[config.mk]
export PLATFORM = sky130hd
export DESIGN_NAME = rvb_shifter_issue_flat
export DESIGN_NICKNAME = d
export VERILOG_FILES = /design/src/rtl/rvb_pkg.sv /design/src/rtl/rvb_shifter_issue_if.sv /design/src/rtl/rvb_issue_decode.sv /design/src/rtl/rvb_shifter_issue.sv /design/src/flat_wrapper.sv
export SDC_FILE = /design/constraint.sdc
export NUM_CORES = 1
export LEC_CHECK = 0
export ABC_CLOCK_PERIOD_IN_PS = 12000
export CAP_MARGIN = 25
export CORE_MARGIN = 5
export CORE_UTILIZATION = 29
export DETAILED_ROUTE_END_ITERATION = 16
export GPL_TIMING_DRIVEN = 0
export PLACE_DENSITY_LB_ADDON = 0.1
export RECOVER_POWER = 100
export SYNTH_ARGS = -nofsm -noshare
export SYNTH_HDL_FRONTEND = slang
export SYNTH_HIERARCHICAL = 1
export SYNTH_SLANG_ARGS = --single-unit
[constraint.sdc]
create_clock -name clock -period 12 [get_ports clock]
set_clock_uncertainty 0.15 [all_clocks]
set_input_delay 2.4 -clock clock [delete_from_list [all_inputs] [get_ports clock]]
set_output_delay 2.4 -clock clock [all_outputs]
set_load 0.005 [all_outputs]
[src/rtl/rvb_pkg.sv]
// rtl/rvb_pkg.sv - shared encodings and entry control bits for the shifter issue stage
package rvb_pkg;

    localparam logic [6:0] OPC_OP      = 7'b0110011;
    localparam logic [6:0] OPC_OPIMM   = 7'b0010011;
    localparam logic [6:0] OPC_OP32    = 7'b0111011;
    localparam logic [6:0] OPC_OPIMM32 = 7'b0011011;

    localparam logic [2:0] F3_SL  = 3'b001;
    localparam logic [2:0] F3_SR  = 3'b101;
    localparam logic [2:0] F3_BFP = 3'b111;

    // single-bit op groups and the bit-field-place pattern
    localparam logic [6:0] F7_SBSET = 7'h14;
    localparam logic [6:0] F7_SBCLR = 7'h24;
    localparam logic [6:0] F7_SBINV = 7'h34;
    localparam logic [6:0] F7_BFP   = 7'h24;

    typedef struct packed {
        logic insn3;
        logic insn13;
        logic insn14;
        logic insn26;
        logic insn27;
        logic insn29;
        logic insn30;
    } ctl_t;

endpackage

[src/rtl/rvb_shifter_issue_if.sv]
// rtl/rvb_shifter_issue_if.sv - instruction-in, shifter-out and error-strobe signals of the issue stage
interface rvb_shifter_issue_if #(
    parameter int XLEN = 32
);
    logic            in_valid;
    logic            in_ready;
    logic [31:0]     in_insn;
    logic [XLEN-1:0] in_rs1;
    logic [XLEN-1:0] in_rs2;
    logic [XLEN-1:0] in_rs3;

    logic            out_valid;
    logic            out_ready;
    logic [XLEN-1:0] out_rs1;
    logic [XLEN-1:0] out_rs2;
    logic [XLEN-1:0] out_rs3;
    logic            out_insn3;
    logic            out_insn13;
    logic            out_insn14;
    logic            out_insn26;
    logic            out_insn27;
    logic            out_insn29;
    logic            out_insn30;

    logic            err_valid;
    logic [31:0]     err_insn;

    modport master (
        output in_valid, in_insn, in_rs1, in_rs2, in_rs3, out_ready,
        input  in_ready, out_valid, out_rs1, out_rs2, out_rs3,
        input  out_insn3, out_insn13, out_insn14, out_insn26, out_insn27, out_insn29, out_insn30,
        input  err_valid, err_insn
    );

    modport slave (
        input  in_valid, in_insn, in_rs1, in_rs2, in_rs3, out_ready,
        output in_ready, out_valid, out_rs1, out_rs2, out_rs3,
        output out_insn3, out_insn13, out_insn14, out_insn26, out_insn27, out_insn29, out_insn30,
        output err_valid, err_insn
    );
endinterface

[src/rtl/rvb_issue_decode.sv]
// rtl/rvb_issue_decode.sv - combinational shifter-legality check and control-bit extraction
module rvb_issue_decode
    import rvb_pkg::*;
#(
    parameter int XLEN = 32,
    parameter int SBOP = 0,
    parameter int BFP  = 0
) (
    input  logic [6:0] i_funct7,
    input  logic [2:0] i_funct3,
    input  logic [6:0] i_opcode,
    output logic       o_legal,
    output ctl_t       o_ctl
);
    logic w_rr;
    logic w_ri;
    logic w_f3_ok;
    logic w_mext;
    logic w_sb;
    logic w_bfp;

    assign w_rr    = (i_opcode == OPC_OP)    || ((XLEN == 64) && (i_opcode == OPC_OP32));
    assign w_ri    = (i_opcode == OPC_OPIMM) || ((XLEN == 64) && (i_opcode == OPC_OPIMM32));
    assign w_f3_ok = (i_funct3 == F3_SL) || (i_funct3 == F3_SR);
    // funct7[1:0]==01 on register-register opcodes is the M extension
    assign w_mext  = w_rr && (i_funct7[1:0] == 2'b01);
    assign w_sb    = (i_funct7 == F7_SBSET) || (i_funct7 == F7_SBCLR) || (i_funct7 == F7_SBINV);
    assign w_bfp   = (i_opcode == OPC_OP) && (i_funct7 == F7_BFP) && (i_funct3 == F3_BFP);

    assign o_legal = (w_rr || w_ri) && w_f3_ok && !w_mext
                   && !((SBOP == 0) && w_sb)
                   && !((BFP == 0) && w_bfp);

    assign o_ctl.insn3  = (XLEN == 64) ? i_opcode[3] : 1'b0;
    assign o_ctl.insn13 = i_funct3[1];
    assign o_ctl.insn14 = i_funct3[2];
    assign o_ctl.insn26 = i_funct7[1];
    assign o_ctl.insn27 = i_funct7[2];
    assign o_ctl.insn29 = i_funct7[4];
    assign o_ctl.insn30 = i_funct7[5];

endmodule

[src/rtl/rvb_shifter_issue.sv]
// rtl/rvb_shifter_issue.sv - 2-entry issue buffer in front of rvb_shifter with illegal-instruction strobe
module rvb_shifter_issue
    import rvb_pkg::*;
#(
    parameter int XLEN = 32,
    parameter int SBOP = 0,
    parameter int BFP  = 0
) (
    input  logic               clock,
    input  logic               reset,
    input  logic               flush,
    rvb_shifter_issue_if.slave bus
);
    typedef struct packed {
        logic [XLEN-1:0] rs1;
        logic [XLEN-1:0] rs2;
        logic [XLEN-1:0] rs3;
        ctl_t            ctl;
    } entry_t;

    entry_t      r_mem [2];
    entry_t      r_head;
    logic [1:0]  r_count;
    logic        r_wr_ptr;
    logic        r_rd_ptr;
    logic        r_err_valid;
    logic [31:0] r_err_insn;

    logic        w_legal;
    ctl_t        w_ctl;
    entry_t      w_entry;
    logic        w_in_ready;
    logic        w_accept;
    logic        w_enq;
    logic        w_deq;
    logic        w_illegal;
    logic        w_rd_nxt;
    logic [1:0]  w_count_nxt;

    rvb_issue_decode #(
        .XLEN (XLEN),
        .SBOP (SBOP),
        .BFP  (BFP)
    ) u_decode (
        .i_funct7 (bus.in_insn[31:25]),
        .i_funct3 (bus.in_insn[14:12]),
        .i_opcode (bus.in_insn[6:0]),
        .o_legal  (w_legal),
        .o_ctl    (w_ctl)
    );

    assign w_entry     = {bus.in_rs1, bus.in_rs2, bus.in_rs3, w_ctl};
    assign w_in_ready  = (r_count != 2'd2);
    assign w_accept    = bus.in_valid && w_in_ready;
    assign w_enq       = w_accept && w_legal;
    assign w_illegal   = w_accept && !w_legal;
    assign w_deq       = (r_count != 2'd0) && bus.out_ready;
    assign w_rd_nxt    = r_rd_ptr ^ w_deq;
    assign w_count_nxt = r_count + {1'b0, w_enq} - {1'b0, w_deq};

    always_ff @(posedge clock) begin
        if (!reset) begin
            r_mem[0]    <= '0;
            r_mem[1]    <= '0;
            r_head      <= '0;
            r_count     <= 2'd0;
            r_wr_ptr    <= 1'b0;
            r_rd_ptr    <= 1'b0;
            r_err_valid <= 1'b0;
            r_err_insn  <= '0;
        end else begin
            r_err_valid <= w_illegal && !flush;
            if (w_illegal && !flush) begin
                r_err_insn <= bus.in_insn;
            end
            if (flush) begin
                r_count  <= 2'd0;
                r_wr_ptr <= 1'b0;
                r_rd_ptr <= 1'b0;
            end else begin
                if (w_enq) begin
                    r_mem[r_wr_ptr] <= w_entry;
                    r_wr_ptr        <= ~r_wr_ptr;
                end
                r_rd_ptr <= w_rd_nxt;
                r_count  <= w_count_nxt;
                // the output register tracks the next head; an empty buffer keeps the last one shown
                if (w_count_nxt != 2'd0) begin
                    r_head <= (w_enq && (r_wr_ptr == w_rd_nxt)) ? w_entry : r_mem[w_rd_nxt];
                end
            end
        end
    end

    assign bus.in_ready   = w_in_ready;
    assign bus.out_valid  = (r_count != 2'd0);
    assign bus.out_rs1    = r_head.rs1;
    assign bus.out_rs2    = r_head.rs2;
    assign bus.out_rs3    = r_head.rs3;
    assign bus.out_insn3  = r_head.ctl.insn3;
    assign bus.out_insn13 = r_head.ctl.insn13;
    assign bus.out_insn14 = r_head.ctl.insn14;
    assign bus.out_insn26 = r_head.ctl.insn26;
    assign bus.out_insn27 = r_head.ctl.insn27;
    assign bus.out_insn29 = r_head.ctl.insn29;
    assign bus.out_insn30 = r_head.ctl.insn30;
    assign bus.err_valid  = r_err_valid;
    assign bus.err_insn   = r_err_insn;

endmodule

[src/flat_wrapper.sv]
// flat-port wrapper written by rule: the top's interface ports become plain ports
module rvb_shifter_issue_flat import rvb_pkg::*;
#(
    parameter int XLEN = 32,
    parameter int SBOP = 0,
    parameter int BFP  = 0
)
  (clock, reset, flush, bus_in_valid, bus_in_insn, bus_in_rs1, bus_in_rs2, bus_in_rs3, bus_out_ready, bus_in_ready, bus_out_valid, bus_out_rs1, bus_out_rs2, bus_out_rs3, bus_out_insn3, bus_out_insn13, bus_out_insn14, bus_out_insn26, bus_out_insn27, bus_out_insn29, bus_out_insn30, bus_err_valid, bus_err_insn);
  rvb_shifter_issue_if #(.XLEN(XLEN)) bus_i ();
  input  logic clock;
  input  logic reset;
  input  logic flush;
  input wire logic [$bits(bus_i.in_valid)-1:0] bus_in_valid;
  input wire logic [$bits(bus_i.in_insn)-1:0] bus_in_insn;
  input wire logic [$bits(bus_i.in_rs1)-1:0] bus_in_rs1;
  input wire logic [$bits(bus_i.in_rs2)-1:0] bus_in_rs2;
  input wire logic [$bits(bus_i.in_rs3)-1:0] bus_in_rs3;
  input wire logic [$bits(bus_i.out_ready)-1:0] bus_out_ready;
  output wire logic [$bits(bus_i.in_ready)-1:0] bus_in_ready;
  output wire logic [$bits(bus_i.out_valid)-1:0] bus_out_valid;
  output wire logic [$bits(bus_i.out_rs1)-1:0] bus_out_rs1;
  output wire logic [$bits(bus_i.out_rs2)-1:0] bus_out_rs2;
  output wire logic [$bits(bus_i.out_rs3)-1:0] bus_out_rs3;
  output wire logic [$bits(bus_i.out_insn3)-1:0] bus_out_insn3;
  output wire logic [$bits(bus_i.out_insn13)-1:0] bus_out_insn13;
  output wire logic [$bits(bus_i.out_insn14)-1:0] bus_out_insn14;
  output wire logic [$bits(bus_i.out_insn26)-1:0] bus_out_insn26;
  output wire logic [$bits(bus_i.out_insn27)-1:0] bus_out_insn27;
  output wire logic [$bits(bus_i.out_insn29)-1:0] bus_out_insn29;
  output wire logic [$bits(bus_i.out_insn30)-1:0] bus_out_insn30;
  output wire logic [$bits(bus_i.err_valid)-1:0] bus_err_valid;
  output wire logic [$bits(bus_i.err_insn)-1:0] bus_err_insn;
  assign bus_i.in_valid = bus_in_valid;
  assign bus_i.in_insn = bus_in_insn;
  assign bus_i.in_rs1 = bus_in_rs1;
  assign bus_i.in_rs2 = bus_in_rs2;
  assign bus_i.in_rs3 = bus_in_rs3;
  assign bus_i.out_ready = bus_out_ready;
  assign bus_in_ready = bus_i.in_ready;
  assign bus_out_valid = bus_i.out_valid;
  assign bus_out_rs1 = bus_i.out_rs1;
  assign bus_out_rs2 = bus_i.out_rs2;
  assign bus_out_rs3 = bus_i.out_rs3;
  assign bus_out_insn3 = bus_i.out_insn3;
  assign bus_out_insn13 = bus_i.out_insn13;
  assign bus_out_insn14 = bus_i.out_insn14;
  assign bus_out_insn26 = bus_i.out_insn26;
  assign bus_out_insn27 = bus_i.out_insn27;
  assign bus_out_insn29 = bus_i.out_insn29;
  assign bus_out_insn30 = bus_i.out_insn30;
  assign bus_err_valid = bus_i.err_valid;
  assign bus_err_insn = bus_i.err_insn;
  rvb_shifter_issue #(.XLEN(XLEN), .SBOP(SBOP), .BFP(BFP)) u_core (.clock(clock), .reset(reset), .flush(flush), .bus(bus_i));
endmodule
# Word level (Yosys, flattened, before mapping)
# Memory sizes are Yosys's and may differ from the RTL's. A register that Yosys moved wholly into a read port is not among the register bits.
# Index checks and enable logic that the tools add are counted.
[totals]
register_bits = 38
mem_bits_rw = 204
word_cells = 61
memories = 1
[mem_list]
columns = ["name", "depth", "width", "rd", "rd_ports_with_merged_regs", "wr", "line", "text"]
rows = [
  ["u_core.r_mem", 2, 102, 1, 1, 2, "rvb_shifter_issue.sv:21", "entry_t r_mem [2];"],
]
[classes]
n_addsub = 2
eq_ne = 11
mux = 9
n_bitwise = 4
reduce_logical = 28
[op_table]
columns = ["op", "n"]
rows = [
  ["103-bit 2-to-1 mux", 1],
  ["102-bit 2-to-1 mux", 1],
  ["102-bit OR reduction", 1],
  ["7-bit by 6-bit == test with 1-bit output (second input constant)", 3],
  ["7-bit by 5-bit == test with 1-bit output (second input constant)", 2],
  ["1-bit logical AND", 13],
  ["1-bit 2-to-1 mux", 7],
  ["3-bit == test (second input constant)", 2],
  ["1-bit zero test", 6],
  ["1-bit logical OR", 4],
  ["2-bit nonzero test", 2],
  ["3-bit by 1-bit == test with 1-bit output (second input constant)", 1],
  ["1-bit inverter", 3],
  ["2-bit by 1-bit adder with 2-bit output", 1],
  ["2-bit by 1-bit == test with 1-bit output (second input constant)", 1],
  ["2-bit inequality test (second input constant)", 1],
  ["2-bit AND reduction", 1],
  ["2-bit OR reduction", 1],
  ["2-bit by 1-bit subtractor with 2-bit output", 1],
  ["1-bit == test", 1],
  ["1-bit XOR", 1],
]

# Longest topological paths before layout
[depth]
word_depth = 13
ltp_mapped = 13

# Modules after synthesis
# The synthesis kept the hierarchy.
[modules_own_cells]
columns = ["module", "instances", "cells_each", "area_each_um2"]
rows = [
  ["rvb_shifter_issue", 1, 1089, 14337.5],
  ["rvb_issue_decode", 1, 16, 112.6],
]

# Worst setup path before layout
# Ideal clock, no wire load.
[synth_timing]
path_kind = "input to register"
startpoint = "in bus_in_insn[6]"
endpoint = "mem u_core/r_mem[0][0] (netlist name), enable pin"
setup_time_ps = 708
arrival_time_ps = 10607
required_ps = 11142
slack_ps = 536
cell_stages = 5
n_path_buf = 0
cell_sequence = "nor4bb_1 -> nand4_1 -> a311oi_1 -> nand4_1 -> o21ai_0"
[synth_lines]
columns = ["item", "line", "text"]
rows = [
  ["from (decl)", "flat_wrapper.sv:14", "input wire logic [$bits(bus_i.in_insn)-1:0] bus_in_insn;"],
  ["to (decl)", "rvb_shifter_issue.sv:21", ""],
]

==> summary.txt <==
# nets final: 1,560
largest net degree at the start of global routing: 47
GRT overflow: 0
CTS Hold Buffers Added: 0
DRC viols: 0
CTS root buf: clkbuf_16
synthesized flop and latch total: 346
Tmin final: 8.29 ns
MaxCap Viol Count: 3
Max Root-Sink Buffers: 3
# rows: 81
Worst Setup Slack, final: 3.71 ns
Critical R2R Capture: u_core/r_mem[1][36]
Post-Synth Adder-Cell Area: 0.173%
failing checks: max-capacitance violations, max-slew violations
hold worst-path end: u_core/bus.err_insn[11]
Avg Inst Size Synth: 13.1 um^2
Synth Area in XOR/XNOR: 0.468%
Vert. Die Dim: 233 um
Crit Path Class: in -> reg
Area after DPL: 0.0182 mm^2
clock latency on the worst-skew pair: 0.56 ns
Max FO, Critical Path: 46
drt first pass iters: 5
slew of the pin with the lowest slew margin: 2.35 ns
Total Routed Length: 45.2 mm
top-area cell type share of the netlist area: 42.8%
iteration-0 DRC count of the detailed router: 609
Async SR Flop Fraction: 0%
Final Cycle Share: 69.1%
CTS buffer count: 41
Post-Synth Simple-Gate Area: 16.1%
number of distinct library cells after synthesis: 35
Syn Std Cell Area: 0.0145 mm^2
CORE AREA: 0.0492 mm^2
HP Class: reg -> reg
Pleak: 8.31 nW
Final ANT Viol Nets: 0
Post-CTS Setup Inserts: 0
final hold viol count: 0
die area: 0.0544 mm^2
worst r2r src: u_core/r_count[0]
Initial Utilization: 29.4%
PortBufs: 270
Die W: 233 um
dominant cell type by area after synthesis: edfxtp_1
first-pass GRT wire length: 67.6 mm
register area share after synthesis: 62.2%
Reg clk slew, reported paths: 0.06 ns
Area Overhead vs Synth: 33.9%
slew margin rel.: -56.4%
htree depth: 2
CTS sink cnt: 346
Wirelength per Cell: 21.3 um
CTS tree: built
most used flip-flop cell after synthesis: edfxtp_1
GRT Total Usage: 16.2%
Startpoint Class: primary input
register area: 0.00899 mm^2
RSZ-0062 raised after global routing: false
mux cell area share after synthesis: 8.03%
final hold slack: 0.308 ns
Worst R2R Path Depth: 7
I/O pin count: 271
complex-gate fraction of the synthesized area: 9.20%
number of synthesized flops with an enable pin: 206
Placement Setup Slack: 4.89 ns
reg2reg setup slack: 6.76 ns
Final Max Slew Viols: 71
Mapped Cells: 1,105
pwr dens: 137 mW/mm^2
post-route design area: 0.0193 mm^2
fmax: 121 MHz
largest family of logic cells by synthesized area: simple AND/OR/NAND/NOR gates
hold path start: u_core/bus.err_insn[11]
placed wire-length estimate: 29.8 mm
Vias per Instance: 4.79
layout cell share with drive strength beyond 1: 13.2%
Power, Total: 2.64 mW
status: finished, violations left
Multi-input gate area: 0.00490 mm^2
top cells by count, synth: 207 x and3_1, 206 x edfxtp_1, 140 x dfxtp_1
placer congestion estimate: 0.731
Worst Path Arrival: 8.36 ns
top cells by area, synth: edfxtp_1 43%, dfxtp_1 19%, and3_1 9.0%
hold path depth: 2
VDD IR max: 0.0944 mV
vias: 10,200
Fillers: 4,774
post-CTS sizing: 0
crit end category: flop
vias in the first global route: 10,800
Syn Nets: 1,240
Final Setup Violations: 0
Required @ worst endpoint: 12.06 ns
initial antenna violation count: 4
most frequent cell after synthesis: and3_1
Synth warnings: 6
[stage by stage]
step                      cells  util [%]  setup TNS [ns]
final                      2124      39.4               0
after floorplan            1105         -               0
after global routing       2123      39.4               0
after CTS                  2122      39.7               0
after global placement     2039      36.6         -743.91
after detailed placement   2046      37.0               0
[worst max path at each step]
stage                               start             endpoint  slack (ns)  cells after the start
after floorplan            bus_in_insn[6]   u_core/r_mem[0][0]        0.54                      5
after global placement    bus_in_insn[12]  u_core/r_mem[0][51]       -7.24                      6
after detailed placement  bus_in_insn[12]  u_core/r_mem[0][99]        4.89                      9
after CTS                 bus_in_insn[12]  u_core/r_mem[0][99]        5.48                      9
after global routing      bus_in_insn[12]  u_core/r_mem[0][28]        3.13                      9
final                     bus_in_insn[12]  u_core/r_mem[1][36]        3.71                     10
[state kept, by name, summed over array words and instances, names as in the netlist, 2 cells and up]
name and flops:
u_core/r_mem 206, u_core/bus.err_insn 32, u_core/bus.out_rs1 32, u_core/bus.out_rs2 32, u_core/bus.out_rs3 32, u_core/r_count 2
[cells by family after synthesis]
group | after synthesis
AOI/OAI and AO/OA | 141
xor gates and xnor gates | 5
adders and majority gates | 2
buffers and inverters | 109
DFF | 346
muxes | 103
other | 1
and+or+nand+nor | 398
[metal layers]
metal	part of all wire (%)	track usage [%]	vias up
met5	0.029	0	-
met4	2.0	4.49	2
met3	5.4	3.68	57
met2	47	26.5	250
met1	46	21.8	5059
li1	-	-	4814
[cell type report]
cell class	count	area share, %
Sequential cell	346	46.5
Multi-Input combinational cell	650	25.3
Timing Repair Buffer	277	14.4
Clock buffer	61	6.33
Tap cell	664	4.29
Buffer	107	2.65
Clock inverter	15	0.530
Inverter	2	0.0388
Antenna cell	2	0.0259
[placed cells by master (no fill, tap or decap), types with 10 or more instances in the layout]
cell	instances
dfxtp_1	140
and3_1	207
mux2_2	103
buf_6	10
clkbuf_1	98
a21boi_0	32
dlygate4sd3_1	139
and2_1	49
nand2_1	66
edfxtp_1	206
clkbuf_16	43
and2_0	57
a221o_1	103
clkdlybuf4s50_1	131
[worst max-delay path, cell delays in order]
cell and delay (ns):
dlygate4sd3_1 0.55, nor4bb_1 0.42, nand4_1 0.16, a311oi_1 0.65, and4_1 0.55, clkbuf_1 0.45, nand2_1 0.10, nand2_1 0.94
clkbuf_1 1.74, buf_16 0.34
[power breakdown]
group          leakage, nW  switching, mW  total (mW)  internal (mW)
logic                 4.36         0.0606       0.123         0.0624
clock network        0.651          0.505        1.23          0.727
registers             3.30        0.00685        1.29           1.28
total                 8.31          0.572        2.64           2.07
Note: power is estimated with default switching activity, not from simulation.
